===== src/rtl/rob_mc_pkg.sv =====
// Shared types for the reorder buffer: CDB writeback bus, ROB entry, commit/rename record.
// No logic, types only. ROB_MC_DEBUG_EN adds the per-commit debug record.
// Widths here are the defaults the rob_mc parameters are expected to match.
package rob_mc_pkg;

    localparam int RMC_ROB_ENTRY = 16;
    localparam int RMC_IDX_W     = $clog2(RMC_ROB_ENTRY);
    localparam int RMC_PC_W      = 16;
    localparam int RMC_DATA_W    = 32;
    localparam int RMC_PREG_W    = 6;
    localparam int RMC_FLAGS_W   = 4;

    typedef struct packed {
        logic                   valid;
        logic [RMC_IDX_W-1:0]   rob_dest;
        logic [RMC_DATA_W-1:0]  result;
        logic [RMC_FLAGS_W-1:0] flags;
    } CDB_t;

    typedef struct packed {
        logic [RMC_PC_W-1:0]    pc;
        logic [RMC_PC_W-1:0]    pred_pc;
        logic                   is_spec;
        logic                   is_store;
        logic                   w_v;
        logic [RMC_PREG_W-1:0]  alloc_reg;
        logic [RMC_PREG_W-1:0]  freed_reg;
        logic [RMC_FLAGS_W-1:0] flag_mask;
    } rob_mc_entry_t;

    typedef struct packed {
        logic                   w_v;
        logic [RMC_PREG_W-1:0]  alloc_reg;
        logic [RMC_PREG_W-1:0]  freed_reg;
        logic [RMC_FLAGS_W-1:0] flag_mask;
        logic [RMC_FLAGS_W-1:0] flags;
    } commit_rename_t;

    localparam int CDB_WIDTH           = $bits(CDB_t);
    localparam int ROB_MC_ENTRY_WIDTH  = $bits(rob_mc_entry_t);
    localparam int COMMIT_RENAME_WIDTH = $bits(commit_rename_t);

`ifdef ROB_MC_DEBUG_EN
    typedef struct packed {
        logic [RMC_PC_W-1:0]    pc;
        logic                   is_store;
        logic                   w_v;
        logic [RMC_PREG_W-1:0]  addr;
        logic [RMC_DATA_W-1:0]  result;
    } rob_mc_debug_t;

    localparam int DEBUG_WIDTH = $bits(rob_mc_debug_t);
`endif

endpackage


===== src/rtl/rob_mc_commit_sel.sv =====
// Picks the retiring prefix of the commit window: done entries, one store max, stop after a mispredict.
// Latency: purely combinational.
// Backpressure: an unfinished slot or a second store closes the prefix.
import rob_mc_pkg::*;

module rob_mc_commit_sel #(
    parameter  int COMMIT_W = 2,
    localparam int RW       = $clog2(COMMIT_W + 1),
    localparam int SW       = (COMMIT_W > 1) ? $clog2(COMMIT_W) : 1
) (
    input  logic [COMMIT_W-1:0] slot_vld_i,
    input  logic [COMMIT_W-1:0] slot_wb_i,
    input  logic [COMMIT_W-1:0] slot_store_i,
    input  logic [COMMIT_W-1:0] slot_mispred_i,
    output logic [COMMIT_W-1:0] commit_vld_o,
    output logic [RW-1:0]       retire_cnt_o,
    output logic                store_o,
    output logic                flush_o,
    output logic [SW-1:0]       flush_slot_o
);

    logic open;

    always_comb begin
        commit_vld_o = '0;
        retire_cnt_o = '0;
        store_o      = 1'b0;
        flush_o      = 1'b0;
        flush_slot_o = '0;
        open         = 1'b1;
        for (int k = 0; k < COMMIT_W; k++) begin
            if (open && slot_vld_i[k] && slot_wb_i[k] && !(slot_store_i[k] && store_o)) begin
                commit_vld_o[k] = 1'b1;
                retire_cnt_o    = retire_cnt_o + RW'(1);
                if (slot_store_i[k]) store_o = 1'b1;
                // a mispredicted branch is the youngest thing allowed to retire
                if (slot_mispred_i[k]) begin
                    flush_o      = 1'b1;
                    flush_slot_o = SW'(k);
                    open         = 1'b0;
                end
            end else begin
                open = 1'b0;
            end
        end
    end

endmodule


===== src/rtl/rob_mc.sv =====
// Reorder buffer: ISSUE_W in-order alloc, NUM_FU CDB writeback, COMMIT_W in-order retire, flush on mispredict.
// Latency: writeback visible to commit next cycle; flush/redirect combinational with the branch retiring.
// Backpressure: issue_ready_o low when free < ISSUE_W or flushing. Macro ROB_MC_DEBUG_EN adds debug ports.
import rob_mc_pkg::*;

module rob_mc #(
    parameter int ROB_ENTRY = RMC_ROB_ENTRY,
    parameter int ISSUE_W   = 2,
    parameter int COMMIT_W  = 2,
    parameter int NUM_FU    = 4,
    parameter int PC_W      = RMC_PC_W
) (
    input  logic                                   clk_i,
    input  logic                                   reset_i,
    input  CDB_t           [NUM_FU-1:0]            cdb_i,
    input  logic           [ISSUE_W-1:0]           issue_valid_i,
    input  rob_mc_entry_t  [ISSUE_W-1:0]           issue_entry_i,
    output logic                                   issue_ready_o,
    output logic           [ISSUE_W-1:0][$clog2(ROB_ENTRY)-1:0] issue_idx_o,
    output logic           [COMMIT_W-1:0]          commit_valid_o,
    output commit_rename_t [COMMIT_W-1:0]          commit_entry_o,
    output logic                                   sb_pop_o,
    output logic                                   flush_o,
    output logic           [PC_W-1:0]              redirect_pc_o
`ifdef ROB_MC_DEBUG_EN
    ,
    output logic           [COMMIT_W-1:0]          debug_valid_o,
    output rob_mc_debug_t  [COMMIT_W-1:0]          debug_o
`endif
);

    localparam int IDX_W = $clog2(ROB_ENTRY);
    localparam int CNT_W = IDX_W + 1;
    localparam int AW    = $clog2(ISSUE_W + 1);
    localparam int RW    = $clog2(COMMIT_W + 1);
    localparam int SW    = (COMMIT_W > 1) ? $clog2(COMMIT_W) : 1;

    rob_mc_entry_t          ent_q   [ROB_ENTRY];
    rob_mc_entry_t          ent_d   [ROB_ENTRY];
    logic [PC_W-1:0]        rpc_q   [ROB_ENTRY];
    logic [PC_W-1:0]        rpc_d   [ROB_ENTRY];
    logic [RMC_FLAGS_W-1:0] flags_q [ROB_ENTRY];
    logic [RMC_FLAGS_W-1:0] flags_d [ROB_ENTRY];
`ifdef ROB_MC_DEBUG_EN
    logic [RMC_DATA_W-1:0]  res_q   [ROB_ENTRY];
    logic [RMC_DATA_W-1:0]  res_d   [ROB_ENTRY];
`endif
    logic [ROB_ENTRY-1:0]   valid_q, valid_d, wb_q, wb_d, mp_q, mp_d;
    logic [IDX_W-1:0]       alloc_pt_q, alloc_pt_d, rd_pt_q, rd_pt_d;
    logic [CNT_W-1:0]       free_q, free_d;

    logic [IDX_W-1:0]       win_idx [COMMIT_W];
    logic [COMMIT_W-1:0]    win_vld, win_wb, win_st, win_mp;
    logic [COMMIT_W-1:0]    sel_vld;
    logic [RW-1:0]          ret_cnt;
    logic                   sel_store, sel_flush;
    logic [SW-1:0]          flush_slot;
    logic [AW-1:0]          n_alloc;

    always_comb begin
        for (int k = 0; k < COMMIT_W; k++) begin
            win_idx[k] = rd_pt_q + IDX_W'(k);
            win_vld[k] = valid_q[win_idx[k]];
            win_wb[k]  = wb_q[win_idx[k]];
            win_st[k]  = ent_q[win_idx[k]].is_store;
            win_mp[k]  = mp_q[win_idx[k]];
        end
    end

    rob_mc_commit_sel #(.COMMIT_W(COMMIT_W)) u_commit_sel (
        .slot_vld_i     (win_vld),
        .slot_wb_i      (win_wb),
        .slot_store_i   (win_st),
        .slot_mispred_i (win_mp),
        .commit_vld_o   (sel_vld),
        .retire_cnt_o   (ret_cnt),
        .store_o        (sel_store),
        .flush_o        (sel_flush),
        .flush_slot_o   (flush_slot)
    );

    // reset dominates: nothing leaves the ROB while reset_i is high
    assign issue_ready_o  = !reset_i && !sel_flush && (free_q >= CNT_W'(ISSUE_W));
    assign commit_valid_o = reset_i ? '0 : sel_vld;
    assign sb_pop_o       = sel_store && !reset_i;
    assign flush_o        = sel_flush && !reset_i;
    assign redirect_pc_o  = flush_o ? rpc_q[win_idx[flush_slot]] : '0;

    always_comb begin
        for (int k = 0; k < ISSUE_W; k++) issue_idx_o[k] = alloc_pt_q + IDX_W'(k);
    end

    always_comb begin
        for (int k = 0; k < COMMIT_W; k++) begin
            commit_entry_o[k] = '0;
            if (commit_valid_o[k]) begin
                commit_entry_o[k].w_v       = ent_q[win_idx[k]].w_v;
                commit_entry_o[k].alloc_reg = ent_q[win_idx[k]].alloc_reg;
                commit_entry_o[k].freed_reg = ent_q[win_idx[k]].freed_reg;
                commit_entry_o[k].flag_mask = ent_q[win_idx[k]].flag_mask;
                commit_entry_o[k].flags     = flags_q[win_idx[k]];
            end
        end
    end

    always_comb begin
        valid_d = valid_q;
        wb_d    = wb_q;
        mp_d    = mp_q;
        ent_d   = ent_q;
        rpc_d   = rpc_q;
        flags_d = flags_q;
`ifdef ROB_MC_DEBUG_EN
        res_d   = res_q;
`endif
        n_alloc = '0;
        for (int k = 0; k < ISSUE_W; k++)
            if (issue_valid_i[k]) n_alloc = n_alloc + AW'(1);
        if (!issue_ready_o) n_alloc = '0;

        // scan ports high to low so the lowest-numbered port lands last and wins
        for (int i = 0; i < ROB_ENTRY; i++) begin
            for (int j = NUM_FU - 1; j >= 0; j--) begin
                if (cdb_i[j].valid && cdb_i[j].rob_dest == IDX_W'(i) && valid_q[i] && !wb_q[i]) begin
                    wb_d[i]    = 1'b1;
                    flags_d[i] = cdb_i[j].flags;
                    if (ent_q[i].is_spec) begin
                        rpc_d[i] = cdb_i[j].result[PC_W-1:0];
                        mp_d[i]  = cdb_i[j].result != RMC_DATA_W'(ent_q[i].pred_pc);
                    end
`ifdef ROB_MC_DEBUG_EN
                    if (ent_q[i].w_v) res_d[i] = cdb_i[j].result;
`endif
                end
            end
        end

        for (int k = 0; k < COMMIT_W; k++) begin
            if (sel_vld[k]) begin
                valid_d[win_idx[k]] = 1'b0;
                wb_d[win_idx[k]]    = 1'b0;
            end
        end

        for (int k = 0; k < ISSUE_W; k++) begin
            if (issue_ready_o && issue_valid_i[k]) begin
                valid_d[alloc_pt_q + IDX_W'(k)] = 1'b1;
                wb_d[alloc_pt_q + IDX_W'(k)]    = 1'b0;
                mp_d[alloc_pt_q + IDX_W'(k)]    = 1'b0;
                ent_d[alloc_pt_q + IDX_W'(k)]   = issue_entry_i[k];
            end
        end

        alloc_pt_d = alloc_pt_q + IDX_W'(n_alloc);
        rd_pt_d    = rd_pt_q + IDX_W'(ret_cnt);
        free_d     = free_q - CNT_W'(n_alloc) + CNT_W'(ret_cnt);

        if (sel_flush) begin
            valid_d    = '0;
            wb_d       = '0;
            mp_d       = '0;
            alloc_pt_d = '0;
            rd_pt_d    = '0;
            free_d     = CNT_W'(ROB_ENTRY);
        end
    end

    always_ff @(posedge clk_i) begin
        if (reset_i) begin
            valid_q    <= '0;
            wb_q       <= '0;
            mp_q       <= '0;
            alloc_pt_q <= '0;
            rd_pt_q    <= '0;
            free_q     <= CNT_W'(ROB_ENTRY);
            for (int i = 0; i < ROB_ENTRY; i++) begin
                ent_q[i]   <= '0;
                rpc_q[i]   <= '0;
                flags_q[i] <= '0;
`ifdef ROB_MC_DEBUG_EN
                res_q[i]   <= '0;
`endif
            end
        end else begin
            valid_q    <= valid_d;
            wb_q       <= wb_d;
            mp_q       <= mp_d;
            alloc_pt_q <= alloc_pt_d;
            rd_pt_q    <= rd_pt_d;
            free_q     <= free_d;
            ent_q      <= ent_d;
            rpc_q      <= rpc_d;
            flags_q    <= flags_d;
`ifdef ROB_MC_DEBUG_EN
            res_q      <= res_d;
`endif
        end
    end

`ifdef ROB_MC_DEBUG_EN
    assign debug_valid_o = commit_valid_o;

    always_comb begin
        for (int k = 0; k < COMMIT_W; k++) begin
            debug_o[k] = '0;
            if (commit_valid_o[k]) begin
                debug_o[k].pc       = ent_q[win_idx[k]].pc;
                debug_o[k].is_store = ent_q[win_idx[k]].is_store;
                debug_o[k].w_v      = ent_q[win_idx[k]].w_v;
                debug_o[k].addr     = ent_q[win_idx[k]].alloc_reg;
                debug_o[k].result   = res_q[win_idx[k]];
            end
        end
    end
`else
    // the issue pc is only kept for the debug view
    logic unused_pc;
    always_comb begin
        unused_pc = 1'b0;
        for (int i = 0; i < ROB_ENTRY; i++) unused_pc = unused_pc ^ (^ent_q[i].pc);
    end
`endif

    a_issue_contig: assert property (@(posedge clk_i) disable iff (reset_i)
        ((issue_valid_i & (issue_valid_i + ISSUE_W'(1))) == '0));

endmodule


===== config.mk =====
export PLATFORM = sky130hd
export DESIGN_NAME = rob_mc
export DESIGN_NICKNAME = d
export VERILOG_FILES = /design/src/rtl/rob_mc_pkg.sv /design/src/rtl/rob_mc_commit_sel.sv /design/src/rtl/rob_mc.sv
export SDC_FILE = /design/constraint.sdc
export NUM_CORES = 2
export LEC_CHECK = 0
export BUFFER_PORTS_ARGS = -buffer_cell sky130_fd_sc_hd__buf_4
export CAP_MARGIN = 20
export CELL_PAD_IN_SITES_DETAIL_PLACEMENT = 1
export CELL_PAD_IN_SITES_GLOBAL_PLACEMENT = 2
export CORE_ASPECT_RATIO = 1.75
export CORE_MARGIN = 1
export CORE_UTILIZATION = 41
export CTS_CLUSTER_DIAMETER = 150
export DETAILED_ROUTE_END_ITERATION = 16
export GPL_ROUTABILITY_DRIVEN = 1
export PLACE_DENSITY_LB_ADDON = 0.1
export SYNTH_ARGS = -nofsm -noshare
export SYNTH_HDL_FRONTEND = slang
export SYNTH_SLANG_ARGS = --single-unit

===== constraint.sdc =====
create_clock -name clk_i -period 16.02 [get_ports clk_i]
set_clock_uncertainty 0.2 [all_clocks]
set_input_delay 1.602 -clock clk_i [delete_from_list [all_inputs] [get_ports clk_i]]
set_output_delay 1.602 -clock clk_i [all_outputs]
set_load 0.03 [all_outputs]

==> flow_metrics.env <==
export IMPL_clk_latency_ps=770
export IMPL_worstHoldStart="ent_q[574]"
export IMPL_synth_seq_cells=941
export IMPL_synth_nets=9662
export IMPL_finalSetupTns_ps=0
export IMPL_cap_violations=0
export IMPL_grt_pass1_wl_mm=582
export IMPL_ios=341
export IMPL_max_stage_delay_ps=910
export IMPL_dr_pass1_iters=7
export IMPL_synth_adder_area_share=0.00584
export IMPL_io_buffers=308
export IMPL_syn_area_per_cell_um2=7.65
export IMPL_synthMuxAreaShare=0.119
export IMPL_fmax_mhz=101
export IMPL_ant_nets=0
export IMPL_hold_end="ent_q[574]"
export IMPL_first_global_vias=77600
export IMPL_status="finished clean"
export IMPL_slew_headroom=0.150
export IMPL_power_density_nw_per_um2=80.5
export IMPL_cp_required_ps=14220
export IMPL_wl_mm=417
export IMPL_hp_class="reg2reg"
export IMPL_rr_startpoint="rd_pt_q[0]"
export IMPL_cts_sinks=941
export IMPL_cts_tree="built"
export IMPL_cp_end_kind="output port"
export IMPL_period_share=0.616
export IMPL_yosys_area_share_simple=0.213
export IMPL_synth_edff_count=0
export IMPL_initial_core_util=0.413
export IMPL_leakage_nw=26.6
export IMPL_grt_max_degree=164
export IMPL_die_w_um=318
export IMPL_num_rows=202
export IMPL_path_class="reg2out"
export IMPL_drc=0
export IMPL_worst_path_buf_inv=6
export IMPL_reg2reg_slack_ps=8430
export IMPL_detail_route_wl_per_cell_um=38.0
export IMPL_die_h_um=555
export IMPL_worst_path_max_delay_cell="buf_4"
export IMPL_synth_compound_area_share=0.193
export IMPL_first_iter_violations=8239
export IMPL_synth_cell_types=73
export IMPL_vias=77300
export IMPL_grt_usage=0.458
export IMPL_hold_viol_final=0
export IMPL_min_period_ps=9870
export IMPL_vdd_drop_max_uv=91.9
export IMPL_gp_congestion=1.01
export IMPL_worstMarginPinSlew_ps=1270
export IMPL_antenna_found_initial=17
export IMPL_clock_path_buffers=3
export IMPL_hold_depth=2
export IMPL_synth_flop_cell="dfxtp_1"
export IMPL_die_area_um2=176000
export IMPL_synth_top_family_by_area="simple AND/OR/NAND/NOR gates"
export IMPL_overflow=0
export IMPL_cts_setup_buffers=0
export IMPL_h_tree_depth=3
export IMPL_ys_seq_area_frac=0.263
export IMPL_finalHoldWorstSlack_ps=294
export IMPL_cts_root_buf="clkbuf_16"
export IMPL_hold_buffers=0
export IMPL_fin_nets=8939
export IMPL_worstPathArrival_ps=8070
export IMPL_slew_violations=0
export IMPL_core_um2=173000
export IMPL_fin_util=0.444
export IMPL_worstRegToRegCells=13
export IMPL_synthArstFlopShare=0
export IMPL_synth_area_um2=71600
export IMPL_synthXorXnorAreaFrac=0.127
export IMPL_rsz0062_at_grt="no"
export IMPL_syn2layout_area_growth_pct=7.50
export IMPL_numCtsBuffers=103
export IMPL_final_layout_size_suffix_gt1_frac=0.123
export IMPL_finalSetupViolCount=0
export IMPL_start_kind="register"
export IMPL_cp_top_family="buffers and inverters"
export IMPL_path_cells="buf_4, buf_4, mux4_2, mux4_2, a221o_1, buf_4, o21ai_4, buf_4, nand2_1, buf_4, mux2i_1, mux2_2, o221ai_1, buf_4"
export IMPL_r2r_end="wb_q[8]"
export IMPL_path_max_fanout=55
export IMPL_via_per_inst=7.04
export IMPL_cp_common_cell="buf_4"
export IMPL_cts_resized=0
export IMPL_syn_inst=9361
export IMPL_clk_pin_slew_worst_paths_ps=60
export IMPL_yosys_warnings=0
export IMPL_post_dp_hpwl_mm=265
-- tightest hold or removal path, cell delays in order, from the launching register on --
cell and delay (ps):
dfxtp_1 320, nand2_1 60, a311oi_1 70
-- kinds of logic (layout without fill, tap and decap cells) --
kind of cell    after synthesis  after routing
flops                       941            941
buf+inv                    1403            770
xor+xnor                   1036           1036
simple gates               3546           3546
fa+ha+maj                    31             31
mux                         539            539
other cells                   0             10
compound gates             1865           1865
-- layout make-up --
type / instances / area (µm²)
antenna: 10 / 25.0
clock buffer: 161 / 3160
clock inverter: 34 / 546
fill: 20700 / 96200
inverter: 49 / 184
multi-input combinational: 7017 / 47400
sequential: 941 / 18800
tap: 2244 / 2810
timing repair buffer: 526 / 3990
-- metal layers --
metal | part of all wire | vias to the layer above | track usage
met5 | 0.00030 | - | 0
met4 | 0.12 | 18 | 0.458
met3 | 0.092 | 1974 | 0.105
met2 | 0.44 | 4729 | 0.722
met1 | 0.35 | 39000 | 0.500
li1 | - | 31600 | -
-- sequential cells by signal, indices dropped and copies added (netlist names) --
signal	count
ent_q	560
wb_q	16
rpc_q	256
valid_q	16
flags_q	64
rd_pt_q	4
free_q	5
mp_q	16
alloc_pt_q	4
-- metrics by stage --
step	area, µm²	cells	power, mW	setup slack (ps)
floorplan	71600	9361	3.05	9510
global placement	73200	10800	3.43	7130
detailed placement	73200	10800	3.45	7080
CTS	76900	11000	6.16	6260
global route	76900	11000	6.31	5970
finish	76900	11000	6.19	6150
-- synthesized netlist by cell type (all sizes together), types with 45 or more instances --
master | n | area, µm²
nand3 | 232 | 1300
xor2 | 565 | 4960
a21oi | 367 | 1840
o21ai | 111 | 556
nor3 | 99 | 507
mux4 | 249 | 5610
a311oi | 618 | 5430
nand4 | 158 | 988
a211oi | 546 | 4100
o211ai | 45 | 338
buf | 459 | 2140
xnor2 | 471 | 4130
clkbuf | 895 | 3370
nor2b | 58 | 363
mux2i | 274 | 2740
inv | 47 | 176
nor2 | 1263 | 4760
nand2 | 1439 | 5400
dfxtp | 941 | 18800
nor4 | 180 | 1130
-- worst max path at each step --
stage	startpoint	to	slack, ps	cells past startpoint
after floorplan	rd_pt_q[0]	redirect_pc_o[10]	9510	16
after global placement	rd_pt_q[0]	redirect_pc_o[13]	7130	14
after detailed placement	rd_pt_q[0]	redirect_pc_o[13]	7080	14
after CTS	rd_pt_q[0]	redirect_pc_o[13]	6260	14
after global routing	rd_pt_q[0]	redirect_pc_o[13]	5970	14
final	rd_pt_q[0]	redirect_pc_o[13]	6150	14
-- power breakdown --
part,leakage [nW],internal [mW],switching (mW)
combinational,17.2,0.287,0.684
clock,1.81,1.58,1.18
sequential,7.59,2.39,0.0749
-- cell usage in the layout (no fill, tap or decap), types with 58 or more instances in the layout --
cell type,count
o21ai_0,107
buf_4,522
clkbuf_16,107
a211oi_1,545
xnor2_1,470
nand3_1,209
a311oi_1,616
nand4_1,158
nor4_1,178
nor2b_1,58
nor2_1,1249
nor3_1,94
mux4_2,249
nand2_1,1424
xor2_1,563
a21oi_1,365
mux2i_1,274
dfxtp_1,938
No activity file was read; power rests on OpenSTA's default activity.
